**src/rtl/uart_rx_fifo_if.sv**
```systemverilog
// UART receive FIFO bus: receiver capture handshake plus consumer pop side.
// The FIFO binds the slave view; the environment driving it binds master.
interface uart_rx_fifo_if #(
    parameter int WORD_LENGTH = 8,
    parameter int DEPTH       = 8
);
    logic                     iRxFlag;
    logic [WORD_LENGTH-1:0]   iRxData;
    logic                     iParityError;
    logic                     oClearRxFlag;
    logic                     iRead;
    logic [WORD_LENGTH-1:0]   oData;
    logic                     oDataParityError;
    logic                     oEmpty;
    logic                     oFull;
    logic [$clog2(DEPTH):0]   oCount;
    logic                     oOverflow;
    logic                     iClearOverflow;

    modport master (
        output iRxFlag, iRxData, iParityError, iRead, iClearOverflow,
        input  oClearRxFlag, oData, oDataParityError,
        input  oEmpty, oFull, oCount, oOverflow
    );

    modport slave (
        input  iRxFlag, iRxData, iParityError, iRead, iClearOverflow,
        output oClearRxFlag, oData, oDataParityError,
        output oEmpty, oFull, oCount, oOverflow
    );
endinterface

```
**src/rtl/uart_rx_fifo.sv**
```systemverilog
// UART receive FIFO: captures one word per receiver flag, first-word
// fall-through read side, sticky overflow when a word cannot be stored.
module uart_rx_fifo #(
    parameter int WORD_LENGTH = 8,
    parameter int DEPTH       = 8
) (
    input  logic          clk,
    input  logic          reset,
    uart_rx_fifo_if.slave bus
);
    localparam int PtrW = $clog2(DEPTH);
    localparam int CntW = PtrW + 1;

    typedef enum logic [1:0] {
        IDLE,
        WRITE,
        WAIT_CLR
    } state_t;

    state_t state;
    state_t nextState;

    logic [WORD_LENGTH:0] mem [DEPTH];
    logic [PtrW-1:0]      rdPtr;
    logic [PtrW-1:0]      wrPtr;
    logic [CntW-1:0]      count;
    logic                 overflow;
    logic                 clearFlag;

    logic empty;
    logic full;
    logic pop;
    logic push;
    logic drop;

    assign empty = (count == '0);
    assign full  = (count == CntW'(DEPTH));
    assign pop   = bus.iRead && !empty;
    // A pop in the same cycle frees the slot, so a full FIFO still accepts.
    assign push  = (state == WRITE) && (!full || pop);
    assign drop  = (state == WRITE) && full && !pop;

    // Capture FSM state register.
    always_ff @(posedge clk or posedge reset) begin
        if (reset) state <= IDLE;
        else       state <= nextState;
    end

    // Capture FSM next state; clear request held until the flag drops.
    always_comb begin
        nextState = state;
        clearFlag = 1'b0;
        unique case (state)
            IDLE: begin
                if (bus.iRxFlag) nextState = WRITE;
            end
            WRITE: begin
                nextState = WAIT_CLR;
            end
            WAIT_CLR: begin
                clearFlag = 1'b1;
                if (!bus.iRxFlag) nextState = IDLE;
            end
            default: nextState = IDLE;
        endcase
    end

    // Storage array; contents survive reset on purpose.
    always_ff @(posedge clk) begin
        if (push) mem[wrPtr] <= {bus.iParityError, bus.iRxData};
    end

    // Pointers wrap naturally since DEPTH is a power of two.
    always_ff @(posedge clk or posedge reset) begin
        if (reset) begin
            wrPtr <= '0;
            rdPtr <= '0;
        end else begin
            if (push) wrPtr <= wrPtr + 1'b1;
            if (pop)  rdPtr <= rdPtr + 1'b1;
        end
    end

    // Occupancy: push and pop together cancel out.
    always_ff @(posedge clk or posedge reset) begin
        if (reset) begin
            count <= '0;
        end else if (push && !pop) begin
            count <= count + 1'b1;
        end else if (pop && !push) begin
            count <= count - 1'b1;
        end
    end

    // Sticky overflow; a new loss wins over a clear in the same cycle.
    always_ff @(posedge clk or posedge reset) begin
        if (reset) begin
            overflow <= 1'b0;
        end else if (drop) begin
            overflow <= 1'b1;
        end else if (bus.iClearOverflow) begin
            overflow <= 1'b0;
        end
    end

    assign bus.oData            = mem[rdPtr][WORD_LENGTH-1:0];
    assign bus.oDataParityError = mem[rdPtr][WORD_LENGTH];
    assign bus.oEmpty           = empty;
    assign bus.oFull            = full;
    assign bus.oCount           = count;
    assign bus.oOverflow        = overflow;
    assign bus.oClearRxFlag     = clearFlag;
endmodule

```
**src/flat_wrapper.sv**
```systemverilog
// flat-port wrapper written by rule: the top's interface ports become plain ports
module uart_rx_fifo_flat 
#(
    parameter int WORD_LENGTH = 8,
    parameter int DEPTH       = 8
)
  (clk, reset, bus_iRxFlag, bus_iRxData, bus_iParityError, bus_iRead, bus_iClearOverflow, bus_oClearRxFlag, bus_oData, bus_oDataParityError, bus_oEmpty, bus_oFull, bus_oCount, bus_oOverflow);
  uart_rx_fifo_if #(.WORD_LENGTH(WORD_LENGTH), .DEPTH(DEPTH)) bus_i ();
  input  logic clk;
  input  logic reset;
  input wire logic [$bits(bus_i.iRxFlag)-1:0] bus_iRxFlag;
  input wire logic [$bits(bus_i.iRxData)-1:0] bus_iRxData;
  input wire logic [$bits(bus_i.iParityError)-1:0] bus_iParityError;
  input wire logic [$bits(bus_i.iRead)-1:0] bus_iRead;
  input wire logic [$bits(bus_i.iClearOverflow)-1:0] bus_iClearOverflow;
  output wire logic [$bits(bus_i.oClearRxFlag)-1:0] bus_oClearRxFlag;
  output wire logic [$bits(bus_i.oData)-1:0] bus_oData;
  output wire logic [$bits(bus_i.oDataParityError)-1:0] bus_oDataParityError;
  output wire logic [$bits(bus_i.oEmpty)-1:0] bus_oEmpty;
  output wire logic [$bits(bus_i.oFull)-1:0] bus_oFull;
  output wire logic [$bits(bus_i.oCount)-1:0] bus_oCount;
  output wire logic [$bits(bus_i.oOverflow)-1:0] bus_oOverflow;
  assign bus_i.iRxFlag = bus_iRxFlag;
  assign bus_i.iRxData = bus_iRxData;
  assign bus_i.iParityError = bus_iParityError;
  assign bus_i.iRead = bus_iRead;
  assign bus_i.iClearOverflow = bus_iClearOverflow;
  assign bus_oClearRxFlag = bus_i.oClearRxFlag;
  assign bus_oData = bus_i.oData;
  assign bus_oDataParityError = bus_i.oDataParityError;
  assign bus_oEmpty = bus_i.oEmpty;
  assign bus_oFull = bus_i.oFull;
  assign bus_oCount = bus_i.oCount;
  assign bus_oOverflow = bus_i.oOverflow;
  uart_rx_fifo #(.WORD_LENGTH(WORD_LENGTH), .DEPTH(DEPTH)) u_core (.clk(clk), .reset(reset), .bus(bus_i));
endmodule
```
**config.mk**
```make
export PLATFORM = sky130hd
export DESIGN_NAME = uart_rx_fifo_flat
export DESIGN_NICKNAME = d
export VERILOG_FILES = /design/src/rtl/uart_rx_fifo_if.sv /design/src/rtl/uart_rx_fifo.sv /design/src/flat_wrapper.sv
export SDC_FILE = /design/constraint.sdc
export NUM_CORES = 1
export LEC_CHECK = 0
export CORE_MARGIN = 10
export CORE_UTILIZATION = 64
export CTS_BUF_LIST = sky130_fd_sc_hd__clkbuf_4 sky130_fd_sc_hd__clkbuf_8
export DETAILED_ROUTE_END_ITERATION = 8
export GPL_TIMING_DRIVEN = 0
export PLACE_DENSITY = 0.84
export RECOVER_POWER = 25
export SYNTH_ARGS = -nofsm -noshare
export SYNTH_HDL_FRONTEND = slang
export SYNTH_SLANG_ARGS = --single-unit
```
**constraint.sdc**
```tcl
create_clock -name clk -period 5.4 [get_ports clk]
set_input_delay 0.54 -clock clk [delete_from_list [all_inputs] [get_ports clk]]
set_output_delay 0.54 -clock clk [all_outputs]
set_load 0.005 [all_outputs]
```
==> flow_summary_export.csv, run 1 <==
group,metric,value,unit
synthesis,synthAdderAreaFrac,2.37,%
timing,tns,0,ns
detailed_routing,wl_met2,3950,µm
die,row_count,26,
worst_setup_path,cp.arrival,3.52,ns
flow_run,cap_violations,0,
timing,fmax,303,MHz
cells_and_area,fin_area,4170,µm²
timing,drv_slew,0,
synthesis,syn_inst,179,
detailed_routing,route.detailed.drc,0,
timing,setup-violations-final,0,
clocking,clock-sinks,85,
synthesis,synth.avg_cell_area,19.4,µm²
power,p_switching,0.679,mW
synthesis,synth_edf_count,72,
detailed_routing,highest_layer,"met4",
clocking,cts_resized,0,
worst_setup_path,crit_type,"register to register",
placement,pre_cts_ws,2.28,ns
detailed_routing,num_vias,1860,
cells_and_area,fill_cells,259,
detailed_routing,wl_met3,517,µm
timing,fin_skew,0.0115,ns
global_routing,grt_max_degree,15,
worst_setup_path,crit_slowest_cell,"or4b_1",
clocking,clkLatencyLatePin,0.36,ns
worst_setup_path,cp_top_family,"simple AND/OR/NAND/NOR gates",
detailed_routing,ant_nets,0,
synthesis,synthTopCellsByCount,"edfxtp_1, mux4_2, dfrtp_1",
clocking,cts_made_buffers,9,
timing,fin_crit,3.30,ns
clocking,cts_tree,"yes",
die,ios,31,
timing,setup_ws,2.10,ns
detailed_routing,wl_per_cell,24.4,µm
timing,hold_viol_final,0,
detailed_routing,met1_length,2730,µm
placement,portBuffers,30,
clocking,post-cts-setup-buffers,0,
timing,maxSlewHeadroom,30.9,%
cells_and_area,final_util,80.7,%
die,initial_core_util,67.2,%
synthesis,synth_top_cell_by_area,"edfxtp_1",
synthesis,synth_top_family_by_area,"multiplexers",
worst_setup_path,start_kind,"register",
die,fp.coreArea,5170,µm²
global_routing,first_global_vias,2033,
synthesis,synth_mux_area_share,15.8,%
timing,worstMarginPinSlew,1.03,ns
clocking,holdBufCountCts,0,
die,dieArea,8780,µm²
detailed_routing,drtIter0Drc,200,
cells_and_area,drive_gt1_share,25.6,%
synthesis,synth-simple-area-share,4.32,%
synthesis,synth_warnings,0,
clocking,htree_levels,3,
placement,dp_hpwl,4560,µm
cells_and_area,nets,242,
synthesis,seq_area_frac_synth,71.5,%
power,pwr-share-seq,39.2,%
min_path,hold_path_class,"register to register",
synthesis,synth-main-ff-cell,"edfxtp_1",
worst_setup_path,worst_setup_path_end_kind,"register",
power,power_per_cell_area,548,nW/µm²
die,die_h,93.7,µm
timing,rsz0062_at_grt,"false",
placement,placed_cell_area,3910,µm²
synthesis,synth_xor_xnor_area_share,1.51,%
synthesis,async_reset_ff_share,15.3,%
die,die_x,93.7,µm
power,leakagePower,1.41,nW
detailed_routing,dr.pass1.iters,4,
clocking,path_clk_slew,0.08,ns
power,power.share.clock,25.6,%
detailed_routing,wirelength,7250,µm
power,pwr-share-comb,35.2,%
power,p_sw_share,29.7,%
worst_setup_path,required,5.62,ns
synthesis,yosysMostFrequentCell,"edfxtp_1",
synthesis,ys_types,35,
clocking,clockBufferDepth,2,
timing,fin_crit_sh,61.0,%
worst_setup_path,cp_cell_sequence,"or4b_1, buf_2, o21ai_4, inv_1, ha_1, inv_1, ha_1, or4_1, nand3_1, o211ai_1",
worst_setup_path,crit_path_max_fanout,8,
placement,place.gp.congestion,0.756,
worst_setup_path,critPathMaxStageDelay,0.54,ns
global_routing,grt_overflow,0,
synthesis,synth_top_area_share,62.2,%
synthesis,synth_nets,199,
synthesis,synthTopCellsByArea,"edfxtp_1, mux4_2, dfrtp_1, mux2_2, ha_1",
worst_setup_path,path_buf_inv,3,
global_routing,grt_pass1_wl,11300,µm
power,power.internal,1.61,mW
synthesis,syn-cell-area,3480,µm²
global_routing,gr-usage-all-layers,17.5,%
global_routing,antenna_found_initial,0,
run_status,status,"finished clean",
cells_and_area,syn_to_final_growth,20.0,%
synthesis,synth_seq_cells,85,
synthesis,synth_compound_area_share,2.81,%
timing,finalHoldWorstSlack,0.463,ns
power,vdd_drop_max,0.000434,V
cells_and_area,diodes,0,
detailed_routing,post_drt_via_cell_ratio,6.26,
clocking,root_buffer,"clkbuf_8",
[placed cells by master, fill, tap and decap left out, types with 3 or more instances in the layout]
cell type,n
o211ai_1,3
bufinv_16,4
nor3_2,4
clkbuf_8,9
clkbuf_1,3
nand3_1,3
mux4_2,18
nor2_1,5
dfrtp_1,13
ha_1,5
inv_1,6
edfxtp_1,72
buf_4,3
dlygate4sd3_1,7
mux2_2,11
clkdlybuf4s50_1,23
xnor2_1,5
[final timing paths]
path | slack (ns) | start | end | cells after the start
min | 0.46 | u_core.state[0] | u_core.state[0] | 1
max in group asynchronous | 4.41 | reset | u_core.state[0] | 2
max | 2.10 | u_core.bus.oCount[0] | u_core.bus.oCount[3] | 10
min reg2reg | 0.46 | u_core.state[0] | u_core.state[0] | 1
max reg2reg | 2.10 | u_core.bus.oCount[0] | u_core.bus.oCount[3] | 10
min in group asynchronous | 0.64 | reset | u_core.bus.oOverflow | 2
[per-layer routing]
metal / vias up / global-route usage, %
met3: 8 / 5.20
met4: 0 / 6.20
li1: 811 / -
met1: 954 / 19.7
met5: - / 0
met2: 87 / 30.9
[flip-flops by register name, summed over array words and instances (netlist names)]
name,cells
u_core.mem,72
u_core.bus.oCount,4
u_core.rdPtr,3
u_core.wrPtr,3
u_core.state,2
u_core.bus.oOverflow,1
[area by class of cell]
class,count,area (µm²),area share [%]
sequential,85,2490,59.6
tap,70,87.6,2.10
inverter,6,22.5,0.540
buffer,7,33.8,0.810
multi-input combinational,81,960,23.0
clock inverter,6,135,3.24
timing repair buffer,32,315,7.56
clock buffer,10,131,3.15
[power by group through the flow]
| stage | Combinational [mW] | Sequential (mW) | Clock, mW |
|---|---|---|---|
| after CTS | 0.817 | 0.894 | 0.588 |
| after floorplan | 0.488 | 0.879 | 0 |
| final | 0.805 | 0.895 | 0.586 |
| after detailed placement | 0.798 | 0.906 | 0 |
| after global placement | 0.751 | 0.886 | 0 |
| after global routing | 0.864 | 0.907 | 0.615 |
[kinds of logic after synthesis]
group	Yosys count
AO/OA/AOI/OAI	11
buffers and inverters	13
AND/OR/NAND/NOR	27
multiplexers	31
adder cells (fa/ha/maj)	6
XOR/XNOR	6
flip-flops	85
[worst reg2reg max path, delay by kind of cell, from the launching register on]
kind / cells / cell delay, ns
adders and majority gates: 2 / 0.60
and+or+nand+nor: 3 / 1.22
AOI/OAI and AO/OA: 2 / 0.39
buffers and inverters: 3 / 0.44
DFF: 1 / 0.50
[metrics by stage]
step                      power [mW]  instances
after global placement          1.64        279
after floorplan                 1.37        179
final                           2.29        297
after detailed placement        1.70        281
after global routing            2.39        297
after CTS                       2.30        297
(Power assumes the default switching activity.)
==> run 2: changes to the inputs <==
Settings changed: CORE_UTILIZATION 64 to 53, PLACE_DENSITY 0.84 to 0.74.
Clock period 5.4 ns to 2.8 ns, I/O delays scaled along.
==> flow_summary_export.csv, run 2 (same netlist as run 1, synthesis figures left out) <==
group,metric,value,unit
run_status,status,"finished clean",
cells_and_area,final_util,65.2,%
die,die_h,101,µm
worst_setup_path,cp.arrival,2.93,ns
clocking,clockBufferDepth,2,
die,fp.coreArea,6350,µm²
power,pwr-share-comb,39.2,%
worst_setup_path,crit_type,"register to register",
placement,place.gp.congestion,0.674,
clocking,htree_levels,3,
cells_and_area,nets,245,
detailed_routing,route.detailed.drc,0,
global_routing,antenna_found_initial,0,
detailed_routing,post_drt_via_cell_ratio,5.85,
worst_setup_path,r2r_cells,10,
detailed_routing,num_vias,1797,
cells_and_area,final_cell_mix,"edfxtp_1, clkdlybuf4s50_1, mux4_2, mux2_2, dfrtp_1",
min_path,hold_path_class,"input port to asynchronous set/reset pin",
placement,portBuffers,30,
global_routing,grt_pass1_wl,10400,µm
timing,finalHoldWorstSlack,0.402,ns
power,power_per_cell_area,981,nW/µm²
clocking,clkLatencyLatePin,0.35,ns
worst_setup_path,start_kind,"register",
timing,drv_slew,0,
power,power.share.clock,18.7,%
placement,dp_hpwl,4570,µm
global_routing,first_global_vias,1968,
clocking,root_buffer,"clkbuf_8",
global_routing,gr-usage-all-layers,13.8,%
clocking,path_clk_slew,0.08,ns
clocking,cts_tree,"yes",
power,pwr-share-seq,42.2,%
power,leakagePower,1.39,nW
die,ios,31,
die,row_count,29,
worst_setup_path,cp_cell_sequence,"or4b_1, buf_2, o21ai_4, inv_1, ha_2, inv_4, ha_4, or4_1, nand3_1, o211ai_1",
cells_and_area,syn_to_final_growth,19.1,%
worst_setup_path,worst_setup_path_end_kind,"register",
timing,maxSlewHeadroom,26.2,%
global_routing,grt-busiest-layer,"met2",
global_routing,grt_max_degree,20,
timing,fin_crit_sh,96.5,%
timing,fin_crit,2.70,ns
timing,fin_skew,0.00901,ns
global_routing,grtUsageMet3,4.32,%
detailed_routing,wirelength,6680,µm
timing,fmax,370,MHz
power,power.internal,2.82,mW
power,p_switching,1.24,mW
placement,pre_cts_ws,-0.301,ns
global_routing,grt_util_met2,22.9,%
timing,setup_ws,0.0986,ns
worst_setup_path,crit_slowest_cell,"or4b_1",
clocking,holdBufCountCts,0,
timing,setup-violations-final,0,
cells_and_area,top_register,"u_core.mem",
timing,tns,0,ns
power,finalPower,4.06,mW
power,vdd_drop_max,0.000604,V
power,p_sw_share,30.6,%
detailed_routing,ant_nets,0,
cells_and_area,layout_commonest_cell,"edfxtp_1",
global_routing,grt_overflow,0,
detailed_routing,drtIter0Drc,89,
clocking,clock-sinks,85,
timing,worstMarginPinSlew,1.10,ns
timing,hold_viol_final,0,
worst_setup_path,critPathMaxStageDelay,0.51,ns
timing,rsz0062_at_grt,"false",
cells_and_area,largest_reg_flops,72,
cells_and_area,drive_gt1_share,30.0,%
die,dieArea,10200,µm²
clocking,cts_made_buffers,9,
detailed_routing,dr.pass1.iters,4,
die,die_x,101,µm
flow_run,cap_violations,0,
detailed_routing,wl_per_cell,21.8,µm
worst_setup_path,required,3.03,ns
global_routing,grtUsageMet1,16.2,%
worst_setup_path,crit_path_max_fanout,7,
die,initial_core_util,54.8,%
cells_and_area,diodes,0,
==> run 2: final timing paths <==
kind | start | end | slack (ns)
setup / recovery | u_core.bus.oCount[1] | u_core.bus.oCount[3] | 0.1
hold / removal | reset | u_core.bus.oCount[3] | 0.40
setup reg to reg | u_core.bus.oCount[1] | u_core.bus.oCount[3] | 0.1
hold reg to reg | u_core.state[1] | u_core.state[0] | 0.46
max in group asynchronous | reset | u_core.bus.oCount[0] | 2.02
min in group clk | u_core.state[1] | u_core.state[0] | 0.46
==> run 2: repair_timing <==
action                     CTS  global route
cloned                       0             0
resized for setup            6             4
buffers inserted             1             3
pin swaps                    1             0
setup endpoints to repair   11            10
==> run 2: routing by layer <==
metal  wire length [µm]  share of wire (%)
met1               2720                 41
met5                  0                  0
met4                102                1.5
met3                370                5.5
met2               3480                 52
==> run 2: cell type report <==
| type | count | area, µm² |
|---|---|---|
| Tap cell | 77 | 96.3 |
| Multi-Input combinational cell | 81 | 975 |
| Timing Repair Buffer | 37 | 353 |
| Sequential cell | 85 | 2490 |
| Buffer | 5 | 28.8 |
| Fill cell | 430 | 2210 |
| Clock buffer | 12 | 146 |
| Clock inverter | 4 | 25.0 |
| Inverter | 6 | 25.0 |
==> run 2: critical path, delay by kind of cell (launching register included) <==
family / cells / cell delay (ns)
AOI/OAI and AO/OA: 2 / 0.25
adders and majority gates: 2 / 0.44
buffers and inverters: 3 / 0.32
DFF: 1 / 0.47
and+or+nand+nor: 3 / 1.10
==> run 2: stage by stage <==
step / std cells / cell area, µm²
floorplan: 179 / 3480
global placement: 286 / 3870
detailed placement: 289 / 3920
CTS: 305 / 4120
global route: 307 / 4140
finish: 307 / 4140
==> run 2: power groups by stage <==
| stage | registers [mW] | logic [mW] | clock network (mW) |
|---|---|---|---|
| global route | 1.73 | 1.73 | 0.824 |
| floorplan | 1.70 | 0.941 | 0 |
| detailed placement | 1.74 | 1.55 | 0 |
| finish | 1.71 | 1.59 | 0.758 |
| CTS | 1.72 | 1.57 | 0.778 |
| global placement | 1.71 | 1.45 | 0 |
